--- src/rtl/signal_encoder_pkg.sv ---
// Shared constants and types for the 3-bit level-signalling link.
// The receiver (signal_decoder) relies on the same preamble symbols and idle word.
package signal_encoder_pkg;

    typedef enum logic [1:0] {
        ST_IDLE = 2'd0,
        ST_SYNC = 2'd1,
        ST_DATA = 2'd2
    } enc_state_e;

    localparam logic [2:0]  PREAMBLE_A = 3'b011;
    localparam logic [2:0]  PREAMBLE_B = 3'b100;
    localparam logic [31:0] IDLE_WORD  = 32'h0000_0000;

endpackage

--- src/rtl/signal_encoder_dac_level_map.sv ---
// Maps a 3-bit symbol onto the centre of its DAC level bin, sign-extended to 16 bits.
// The symbol lands in bits [DAC_WIDTH-BIT_OFFSET-1 -: 3] with a 1 just below it.
module dac_level_map #(
    parameter int DAC_WIDTH  = 14,
    parameter int BIT_OFFSET = 0
) (
    input  logic [2:0]  sym_i,
    output logic [15:0] sample_o
);

    localparam int SHIFT = 16 - DAC_WIDTH + BIT_OFFSET;

    // Build the level at the top of a 16-bit word, then an arithmetic shift
    // moves it into place and sign-extends the upper bits in one step.
    logic signed [15:0] centred;

    assign centred  = {sym_i, 1'b1, 12'b0};
    assign sample_o = centred >>> SHIFT;

endmodule

--- src/rtl/signal_encoder.sv ---
// Transmit end of the level-signalling link: symbols in on S_AXIS, framed DAC samples out on M_AXIS.
// Each frame is PREAMBLE_SYMS alternating preamble symbols, then the payload, SYMBOL_LEN samples per symbol.
module signal_encoder
    import signal_encoder_pkg::*;
#(
    parameter int DAC_WIDTH        = 14,
    parameter int AXIS_TDATA_WIDTH = 32,
    parameter int BIT_OFFSET       = 0,
    parameter int SYMBOL_LEN       = 16,
    parameter int PREAMBLE_SYMS    = 4
) (
    input  logic                        clk,
    input  logic                        rst,
    input  logic [7:0]                  S_AXIS_tdata,
    input  logic                        S_AXIS_tvalid,
    input  logic                        S_AXIS_tlast,
    output logic                        S_AXIS_tready,
    output logic [AXIS_TDATA_WIDTH-1:0] M_AXIS_tdata,
    output logic                        M_AXIS_tvalid,
    input  logic                        M_AXIS_tready,
    output logic                        busy,
    output logic                        frame_done,
    output logic                        underrun,
    output logic [1:0]                  state_o
);

    localparam int CNT_W  = $clog2(SYMBOL_LEN);
    localparam int PSYM_W = $clog2(PREAMBLE_SYMS + 1);
    localparam logic [CNT_W-1:0]  CNT_LAST  = CNT_W'(SYMBOL_LEN - 1);
    localparam logic [PSYM_W-1:0] PSYM_LAST = PSYM_W'(PREAMBLE_SYMS - 1);

    // Both ports use plain AXI-Stream semantics: a transfer happens on a rising
    // edge where valid and ready are both high; a valid word is held until taken.
    enc_state_e                  state_q, state_d;
    logic [CNT_W-1:0]            cnt_q, cnt_d;
    logic [PSYM_W-1:0]           psym_q, psym_d;
    logic [2:0]                  cur_sym_q, cur_sym_d;
    logic                        cur_last_q, cur_last_d;
    logic                        gap_q, gap_d;
    logic                        skid_valid_q, skid_valid_d;
    logic [2:0]                  skid_sym_q, skid_sym_d;
    logic                        skid_last_q, skid_last_d;
    logic [AXIS_TDATA_WIDTH-1:0] tdata_q, tdata_d;
    logic                        tvalid_q;
    logic                        tready_q;
    logic                        busy_q;
    logic                        frame_done_q, frame_done_d;
    logic                        underrun_q, underrun_d;

    logic        m_hs, s_hs, slot_end, skid_load, next_idle;
    logic [2:0]  map_sym;
    logic [15:0] level;
    logic        unused_tdata_bits;

    assign unused_tdata_bits = ^S_AXIS_tdata[7:3];

    assign m_hs     = tvalid_q && M_AXIS_tready;
    assign s_hs     = S_AXIS_tvalid && tready_q;
    assign slot_end = (cnt_q == CNT_LAST);

    dac_level_map #(
        .DAC_WIDTH  (DAC_WIDTH),
        .BIT_OFFSET (BIT_OFFSET)
    ) u_level_map (
        .sym_i    (map_sym),
        .sample_o (level)
    );

    always_comb begin
        state_d      = state_q;
        cnt_d        = cnt_q;
        psym_d       = psym_q;
        cur_sym_d    = cur_sym_q;
        cur_last_d   = cur_last_q;
        gap_d        = gap_q;
        skid_valid_d = skid_valid_q;
        skid_sym_d   = skid_sym_q;
        skid_last_d  = skid_last_q;
        tdata_d      = tdata_q;
        frame_done_d = 1'b0;
        underrun_d   = 1'b0;
        skid_load    = 1'b0;
        map_sym      = PREAMBLE_A;
        next_idle    = 1'b1;

        if (m_hs) begin
            cnt_d = slot_end ? '0 : cnt_q + CNT_W'(1);
            unique case (state_q)
                ST_IDLE: begin
                    cnt_d = '0;
                    if (skid_valid_q) begin
                        state_d = ST_SYNC;
                        psym_d  = '0;
                        gap_d   = 1'b0;
                    end
                end
                ST_SYNC: begin
                    if (slot_end) begin
                        if (psym_q == PSYM_LAST) begin
                            state_d   = ST_DATA;
                            skid_load = 1'b1;
                        end else begin
                            psym_d = psym_q + PSYM_W'(1);
                        end
                    end
                end
                ST_DATA: begin
                    if (slot_end) begin
                        if (cur_last_q && !gap_q) begin
                            frame_done_d = 1'b1;
                            state_d      = ST_IDLE;
                        end else if (skid_valid_q) begin
                            skid_load = 1'b1;
                            gap_d     = 1'b0;
                        end else begin
                            // Source fell behind: fill this slot with the idle level.
                            underrun_d = 1'b1;
                            gap_d      = 1'b1;
                        end
                    end
                end
                default: state_d = ST_IDLE;
            endcase

            if (skid_load) begin
                cur_sym_d    = skid_sym_q;
                cur_last_d   = skid_last_q;
                skid_valid_d = 1'b0;
            end

            unique case (state_d)
                ST_SYNC: begin
                    next_idle = 1'b0;
                    map_sym   = psym_d[0] ? PREAMBLE_B : PREAMBLE_A;
                end
                ST_DATA: begin
                    next_idle = gap_d;
                    map_sym   = cur_sym_d;
                end
                default: next_idle = 1'b1;
            endcase

            tdata_d = next_idle ? AXIS_TDATA_WIDTH'(IDLE_WORD)
                                : AXIS_TDATA_WIDTH'({level, level});
        end

        if (s_hs) begin
            skid_valid_d = 1'b1;
            skid_sym_d   = S_AXIS_tdata[2:0];
            skid_last_d  = S_AXIS_tlast;
        end
    end

    always_ff @(posedge clk or posedge rst) begin
        if (rst) begin
            state_q      <= ST_IDLE;
            cnt_q        <= '0;
            psym_q       <= '0;
            cur_sym_q    <= '0;
            cur_last_q   <= 1'b0;
            gap_q        <= 1'b0;
            skid_valid_q <= 1'b0;
            skid_sym_q   <= '0;
            skid_last_q  <= 1'b0;
            tdata_q      <= '0;
            tvalid_q     <= 1'b0;
            tready_q     <= 1'b0;
            busy_q       <= 1'b0;
            frame_done_q <= 1'b0;
            underrun_q   <= 1'b0;
        end else begin
            state_q      <= state_d;
            cnt_q        <= cnt_d;
            psym_q       <= psym_d;
            cur_sym_q    <= cur_sym_d;
            cur_last_q   <= cur_last_d;
            gap_q        <= gap_d;
            skid_valid_q <= skid_valid_d;
            skid_sym_q   <= skid_sym_d;
            skid_last_q  <= skid_last_d;
            tdata_q      <= tdata_d;
            tvalid_q     <= 1'b1;
            tready_q     <= !skid_valid_d;
            busy_q       <= (state_d != ST_IDLE);
            frame_done_q <= frame_done_d;
            underrun_q   <= underrun_d;
        end
    end

    assign S_AXIS_tready = tready_q;
    assign M_AXIS_tdata  = tdata_q;
    assign M_AXIS_tvalid = tvalid_q;
    assign busy          = busy_q;
    assign frame_done    = frame_done_q;
    assign underrun      = underrun_q;
    assign state_o       = state_q;

endmodule

--- config.mk ---
export PLATFORM = sky130hd
export DESIGN_NAME = signal_encoder
export DESIGN_NICKNAME = d
export VERILOG_FILES = /design/src/rtl/signal_encoder_pkg.sv /design/src/rtl/signal_encoder_dac_level_map.sv /design/src/rtl/signal_encoder.sv
export SDC_FILE = /design/constraint.sdc
export NUM_CORES = 1
export LEC_CHECK = 0
export ABC_AREA = 1
export BUFFER_PORTS_ARGS = -buffer_cell sky130_fd_sc_hd__buf_2
export CORE_ASPECT_RATIO = 1.25
export CORE_UTILIZATION = 34
export CTS_CLUSTER_SIZE = 30
export DETAILED_ROUTE_END_ITERATION = 8
export GPL_ROUTABILITY_DRIVEN = 0
export PLACE_DENSITY_LB_ADDON = 0.2
export SLEW_MARGIN = 20
export SYNTH_ARGS = -nofsm -noshare
export SYNTH_HDL_FRONTEND = slang
export SYNTH_HIERARCHICAL = 1
export SYNTH_SLANG_ARGS = --single-unit
--- constraint.sdc ---
create_clock -name clk -period 2.9 [get_ports clk]
set_clock_uncertainty 0.05 [all_clocks]
set_input_delay 0.58 -clock clk [delete_from_list [all_inputs] [get_ports clk]]
set_output_delay 0.58 -clock clk [all_outputs]
set_load 0.02 [all_outputs]
==> impl_metrics.py, run 1 <==
metrics = {
    "run_status": {
        "status": "completed",
    },
    "clock_network": {
        "cts_root_buf": "clkbuf_8",
        "path_clk_slew_ns": 0.08,
        "clockBufferDepth": 2,
        "cts_resized": 0,
        "hold_buffers": 0,
        "cts.sinks": 40,
        "cts_tree": "done",
        "cts_buffers": 5,
        "h-tree-depth": 2,
        "cts_setup_buffers": 0,
        "clkLatencyLatePin_ns": 0.30,
    },
    "critical_path": {
        "reg2reg_slack_ns": 0.39,
        "timing.rr.end": "M_AXIS_tdata[29]",
        "crit_start": "cnt_q[0]",
        "cp.arrival_ns": 2.70,
        "start_kind": "flop",
        "critPathSlowestCell": "dfrtp_1",
        "required_ns": 3.09,
        "crit_family": "simple AND/OR/NAND/NOR gates",
        "cp.depth": 14,
        "crit_buf_inv": 3,
        "worstPathCellList": "ha_1 > nand3_2 > o21ai_0 > nand3_1 > nand2_1 > inv_1 > ha_1 > nor2_1 > inv_1 > a21oi_1 > inv_1 > nor2_1 > nand2_1 > nand2_1",
        "end_kind": "flop",
        "critPathMaxFanout": 7,
        "critical_path_class": "flop to flop",
        "cp-endpoint": "M_AXIS_tdata[29]",
        "reg2reg_depth": 14,
        "slowest_delay_ns": 0.40,
        "r2r-start": "cnt_q[0]",
    },
    "cells_and_area": {
        "drive_above_1_share_pct": 21.66,
        "fill_cells": 743,
        "stdcell_count": 424,
        "n_antenna_cell": 0,
        "multi_input_area_um2": 957.2,
        "area_delta_synth_final_pct": 8.395,
        "seq_area_um2": 1001,
        "fin_nets": 357,
    },
    "die": {
        "start_util_pct": 35.65,
        "fp.dieW_um": 76.91,
        "num_rows": 33,
        "io_pins": 52,
        "core-area_um2": 6689,
        "dieArea_um2": 7355,
        "die_y_um": 95.64,
    },
    "grt": {
        "grt_pass1_wl_mm": 7.431,
        "grt_antenna_before_repair": 0,
        "grt_max_degree": 42,
        "grt_overflow": 0,
        "grt_pass1_vias": 1640,
        "grt.total_usage_pct": 12.95,
    },
    "synth": {
        "synth_top_cell_area_share_pct": 41.97,
        "synth_compound_area_share_pct": 5.509,
        "synth.avg_cell_area_um2": 7.718,
        "synth_edf_count": 0,
        "synthDistinctLibCells": 28,
        "synth_most_common_cell": "nand2_1",
        "postSynth.asyncResetShare_pct": 100.0,
        "netlist_instances": 309,
        "synth-xor-area-share_pct": 0,
        "synth_top_family_by_area": "simple AND/OR/NAND/NOR gates",
        "yosys_register_bits": 40,
        "yosysWarnings": 6,
        "muxShareOfSynthArea_pct": 0,
        "synth_fa_ha_area_share_pct": 4.197,
        "yosys.area.top_type": "dfrtp_1",
        "syn_area_um2": 2385,
        "synth-seq-area-share_pct": 41.97,
        "yosys-top-cells-count": "94 x nand2_1, 45 x inv_1, 40 x dfrtp_1, 32 x buf_4, 24 x nor2_1",
        "synth_area_leaders": "dfrtp_1 42%, nand2_1 15%, buf_4 10%, inv_1 7.1%, ha_1 4.2%",
        "synth_ff_type": "dfrtp_1",
        "yosys.area_share.simple_pct": 28.54,
    },
    "route": {
        "routed_wl_mm": 4.220,
        "firstDrtPassIters": 4,
        "post-route-drc-count": 0,
        "detail-route-antenna-nets": 0,
        "post_drt_wl_per_cell_um": 9.953,
        "vias_per_cell": 4.276,
        "drtIter0Drc": 80,
        "dr_total_vias": 1813,
    },
    "pwr": {
        "swShare_pct": 41.19,
        "p_int_uw": 1120,
        "power_frac_clock_pct": 20.7,
        "vdd_drop_max_mv": 0.3950,
        "pwr-share-comb_pct": 38.3,
        "p_sw_uw": 784.5,
        "cellLeakagePower_uw": 0.001482,
        "p_per_area_nw_per_um2": 736.7,
        "seqPwrFrac_pct": 41.0,
    },
    "placement": {
        "portBuffers": 46,
        "place_inst": 416,
        "place_ws_ns": 0.3967,
        "hpwl_mm": 3.125,
    },
    "timing": {
        "slew_viol_final": 0,
        "setup_viol": 0,
        "slew_headroom_pct": 60.89,
        "period_share_pct": 86.61,
        "hold_viol_final": 0,
        "period_needed_ns": 2.512,
        "maxClockFrequency_mhz": 398.1,
        "worst_pin_slew_ns": 0.5858,
        "whs_ns": 0.2818,
        "fin_setup_tns_ns": 0,
        "rsz0062_at_grt": "no",
        "finalWorstSetupSlack_ns": 0.3882,
    },
    "hold_path": {
        "hold_class": "primary input to async pin",
    },
    "flow_run": {
        "maxCapViolations": 0,
    },
}
-- worst reg2reg max path, stage by stage, from the launching register on --
cell and delay (ns):
dfrtp_1 0.40, ha_1 0.24, nand3_2 0.19, o21ai_0 0.28, nand3_1 0.11, nand2_1 0.12
inv_1 0.06, ha_1 0.28, nor2_1 0.17, inv_1 0.06, a21oi_1 0.22, inv_1 0.07
nor2_1 0.11, nand2_1 0.06, nand2_1 0.06
-- flip-flops by register name, indices dropped and copies added, names as in the netlist, 2 cells and up --
signal / count
M_AXIS_tdata: 16
cnt_q: 4
cur_sym_q: 3
psym_q: 3
skid_sym_q: 3
state_o: 2
-- cell usage in the layout (no fill, tap or decap) --
cell        instances
a21oi_1             8
a21oi_4             1
a22o_1              1
buf_2              46
buf_4               2
clkbuf_1            1
clkbuf_8            6
clkinvlp_4          1
conb_1             12
dfrtp_1            40
ha_1                8
inv_1              44
inv_2               2
inv_4               1
nand2_1            94
nand2_2             7
nand2_4             2
nand3_1            13
nand3_2             1
nand3_4             1
nand3b_1            1
nand4_1             3
nor2_1             24
nor2_4              2
nor2_8              1
nor3_1              2
o21ai_0            12
o22ai_1             1
-- how the worst min path moves through the flow --
| stage | slack [ns] | depth (start not counted) | to |
|---|---|---|---|
| floorplan | 0.39 | 2 | cur_last_q |
| global placement | 0.41 | 2 | cur_sym_q[0] |
| detailed placement | 0.42 | 2 | cur_sym_q[0] |
| CTS | 0.37 | 2 | underrun |
| global route | 0.34 | 2 | underrun |
| finish | 0.28 | 2 | underrun |
-- stage by stage --
step           power [uW]  utilization (%)  instance area, um^2
2_1_floorplan        1428                -                 2419
3_3_place_gp         1522            37.24                 2491
3_5_place_dp         1532            37.24                 2491
4_1_cts              1932            38.65                 2585
5_1_grt              2056            38.65                 2585
6_report             1904            38.65                 2585
-- layer usage --
layer / vias up / GRT usage, % / share of wire, %
met4: 0 / 5.288 / 1.6
met3: 4 / 3.254 / 4.1
met2: 39 / 21.13 / 45
met1: 826 / 16.35 / 49
li1: 944 / - / -
met5: - / 0 / 0
-- cells by family after synthesis --
group | after synthesis
AND/OR/NAND/NOR | 151
adder cells (fa/ha/maj) | 8
buffers and inverters | 84
flip-flops | 40
other | 3
AO/OA/AOI/OAI | 23
-- power groups by stage --
stage | registers [uW] | clock network (uW) | logic, uW
after detailed placement | 794 | 0 | 738
after floorplan | 866 | 0 | 561
after global placement | 790 | 0 | 732
after CTS | 783 | 409 | 740
final | 781 | 394 | 730
after global routing | 801 | 435 | 821
-- cell type report --
cell class | instances | share of cell area (%)
flip-flops and latches | 40 | 38.72
multi-input cells | 194 | 37.03
repair buffers | 48 | 9.487
inverters | 47 | 6.922
well taps | 87 | 4.211
clock buffers | 7 | 3.340
clock inverters | 1 | 0.2904
(Power assumes the default switching activity.)
==> run 2: changes to the inputs <==
--- a/config.mk
+++ b/config.mk
@@ -5,7 +5,6 @@
 export SDC_FILE = /design/constraint.sdc
 export NUM_CORES = 1
 export LEC_CHECK = 0
-export ABC_AREA = 1
 export BUFFER_PORTS_ARGS = -buffer_cell sky130_fd_sc_hd__buf_2
 export CORE_ASPECT_RATIO = 1.25
 export CORE_UTILIZATION = 34
@@ -16,5 +15,4 @@
 export SLEW_MARGIN = 20
 export SYNTH_ARGS = -nofsm -noshare
 export SYNTH_HDL_FRONTEND = slang
-export SYNTH_HIERARCHICAL = 1
 export SYNTH_SLANG_ARGS = --single-unit
==> constraint.sdc (replaced) <==
create_clock -name clk -period 2.9 [get_ports clk]
set_clock_uncertainty 0.05 [all_clocks]
set_input_delay 0.725 -clock clk [delete_from_list [all_inputs] [get_ports clk]]
set_output_delay 0.725 -clock clk [all_outputs]
set_load 0.02 [all_outputs]
==> run 2 against run 1 <==
Compared with the run above: area after synthesis fell by 25%; core utilization shrank 0.81 points; synthesized cell count is 41% lower; cell area is 26% lower; sequential cell count shrank 12; wire length fell by 26%; critical path type unchanged.
==> impl_metrics.py, run 2 <==
metrics = {
    "cells_and_area": {
        "layout_commonest_cell": "dfrtp_1",
        "seq_area_um2": 700.7,
        "drive_above_1_share_pct": 28.29,
        "post-route-util_pct": 37.83,
        "area_delta_synth_final_pct": 7.488,
        "fin_area_um2": 1922,
        "fill_cells": 527,
        "final_cell_mix": "28 x dfrtp_1, 26 x buf_2, 22 x nand2_1, 21 x conb_1",
        "fin_nets": 227,
        "stdcell_count": 267,
        "n_antenna_cell": 0,
        "multi_input_area_um2": 879.6,
    },
    "synth": {
        "yosys_register_bits": 28,
        "synth.avg_cell_area_um2": 9.824,
        "netlist_instances": 182,
        "synth_ff_type": "dfrtp_1",
        "synth_area_leaders": "dfrtp_1 39%, buf_4 12%, ha_1 5.6%, mux2_2 5.0%, nand2_1 4.6%",
        "synth_top_cell_area_share_pct": 39.19,
        "yosys.area.top_type": "dfrtp_1",
        "yosysWarnings": 0,
        "synth_edf_count": 0,
        "syn_area_um2": 1788,
        "synthDistinctLibCells": 46,
        "yosys-top-cells-count": "28 x buf_4, 28 x dfrtp_1, 22 x nand2_1, 9 x o21ai_0",
        "synth-seq-area-share_pct": 39.19,
        "postSynth.asyncResetShare_pct": 100.0,
    },
    "timing": {
        "hold_viol_final": 0,
        "maxClockFrequency_mhz": 374.9,
        "period_needed_ns": 2.667,
        "whs_ns": 0.4435,
        "fin_setup_tns_ns": 0,
        "rsz0062_at_grt": "no",
        "slew_viol_final": 0,
        "setup_viol": 0,
        "period_share_pct": 91.98,
    },
    "route": {
        "dr_total_vias": 1250,
        "firstDrtPassIters": 4,
        "vias_per_cell": 4.682,
        "routed_wl_mm": 3.138,
        "post-route-drc-count": 0,
        "detail-route-antenna-nets": 0,
        "drtIter0Drc": 40,
        "post_drt_wl_per_cell_um": 11.75,
    },
    "clock_network": {
        "cts_tree": "done",
        "clkLatencyLatePin_ns": 0.27,
        "hold_buffers": 0,
        "cts_buffers": 3,
        "path_clk_slew_ns": 0.10,
        "cts_root_buf": "clkbuf_8",
        "h-tree-depth": 1,
        "clockBufferDepth": 2,
        "cts.sinks": 28,
    },
    "placement": {
        "place_inst": 263,
        "portBuffers": 26,
        "postPlaceCellArea_um2": 1867,
        "hpwl_mm": 2.392,
    },
    "grt": {
        "grt_pass1_vias": 1159,
        "grt_pass1_wl_mm": 5.395,
        "grt.total_usage_pct": 12.40,
        "grt_antenna_before_repair": 0,
        "grt_max_degree": 29,
        "grt_overflow": 0,
    },
    "critical_path": {
        "start_kind": "flop",
        "reg2reg_slack_ns": 0.23,
        "critical_path_class": "flop to flop",
        "reg2reg_depth": 9,
        "required_ns": 2.99,
        "timing.rr.end": "M_AXIS_tdata[28]",
        "critPathMaxFanout": 10,
        "end_kind": "flop",
        "cp.arrival_ns": 2.75,
        "r2r-start": "state_o[1]",
    },
    "die": {
        "fp.dieW_um": 66.86,
        "io_pins": 52,
        "num_rows": 29,
        "start_util_pct": 35.20,
        "die_y_um": 83.08,
        "dieArea_um2": 5554,
        "core-area_um2": 5080,
    },
    "hold_path": {
        "hold_class": "primary input to async pin",
    },
    "pwr": {
        "cellLeakagePower_uw": 0.0009973,
        "p_per_area_nw_per_um2": 609.5,
        "vdd_drop_max_mv": 0.2945,
    },
    "run_status": {
        "status": "completed",
    },
    "flow_run": {
        "maxCapViolations": 0,
    },
}
-- run 2: changes by cell type in the layout (fill, tap and decap cells not counted), sizes merged, moves of 4 or more --
cell | previous run | this run
nand2 | 103 | 22
inv | 47 | 7
nor2 | 27 | 7
buf | 48 | 33
dfrtp | 40 | 28
nand3 | 15 | 5
conb | 12 | 21
mux2 | 0 | 8
a21oi | 9 | 4
and3 | 0 | 5
a31oi | 0 | 4
nor2b | 0 | 4
-- run 2: repair_timing --
action | CTS | global route
endpoints found under the setup margin | 0 | 3
gates resized for setup | 0 | 1
buffers inserted | 0 | 0
-- run 2: cell type report --
class | count | area share (%)
multi-input cells | 133 | 45.77
flip-flops and latches | 28 | 36.46
repair buffers | 33 | 9.505
well taps | 62 | 4.036
clock buffers | 4 | 2.865
inverters | 7 | 1.367
-- run 2: stage by stage --
step                      setup slack (ns)  power (uW)
after global placement              0.2067       941.5
final                               0.2326        1171
after floorplan                     0.4748       864.7
after global routing               0.03200        1261
after detailed placement            0.2304       942.6
after CTS                           0.1980        1196
-- run 2: power by group --
part	switching [uW]	total [uW]	internal (uW)
Clock	121	242	121
Combinational	263	431	167
Sequential	45.7	498	453
Total	430	1170	742
-- run 2: routing by layer --
layer  up-vias  GRT usage [%]  share of wire [%]
met4         0          2.901               0.54
met1       590          16.11                 46
met5         -              0                  0
met2        27          21.30                 50
met3         2          1.648                2.6
li1        631              -                  -
-- run 2: cell families (layout without fill, tap and decap cells) --
family	Yosys count	count (layout)	synth area share, %
compound gates	38	38	16.03
buf+inv	40	44	15.60
other cells	2	21	0.4200
fa+ha+maj	8	8	5.599
mux	9	9	5.599
simple gates	57	57	17.56
flops	28	28	39.19
-- run 2: worst max-delay path, stage by stage, from the launching register on --
cell      delay (ns)
dfrtp_1         0.43
inv_1           0.18
ha_1            0.42
nand3_4         0.12
a221oi_4        0.38
inv_2           0.07
ha_1            0.22
nor3b_1         0.14
a21oi_1         0.34
a22oi_1         0.16
-- run 2: how the worst max path moves through the flow --
stage          startpoint                to  slack (ns)  depth (start not counted)
2_1_floorplan  state_o[0]  M_AXIS_tdata[30]        0.47                         10
3_3_place_gp   state_o[1]  M_AXIS_tdata[28]        0.21                          9
3_5_place_dp   state_o[1]  M_AXIS_tdata[28]        0.23                          9
4_1_cts        state_o[1]  M_AXIS_tdata[28]        0.20                          9
5_1_grt        state_o[1]  M_AXIS_tdata[27]        0.03                          9
6_report       state_o[1]  M_AXIS_tdata[28]        0.23                          9
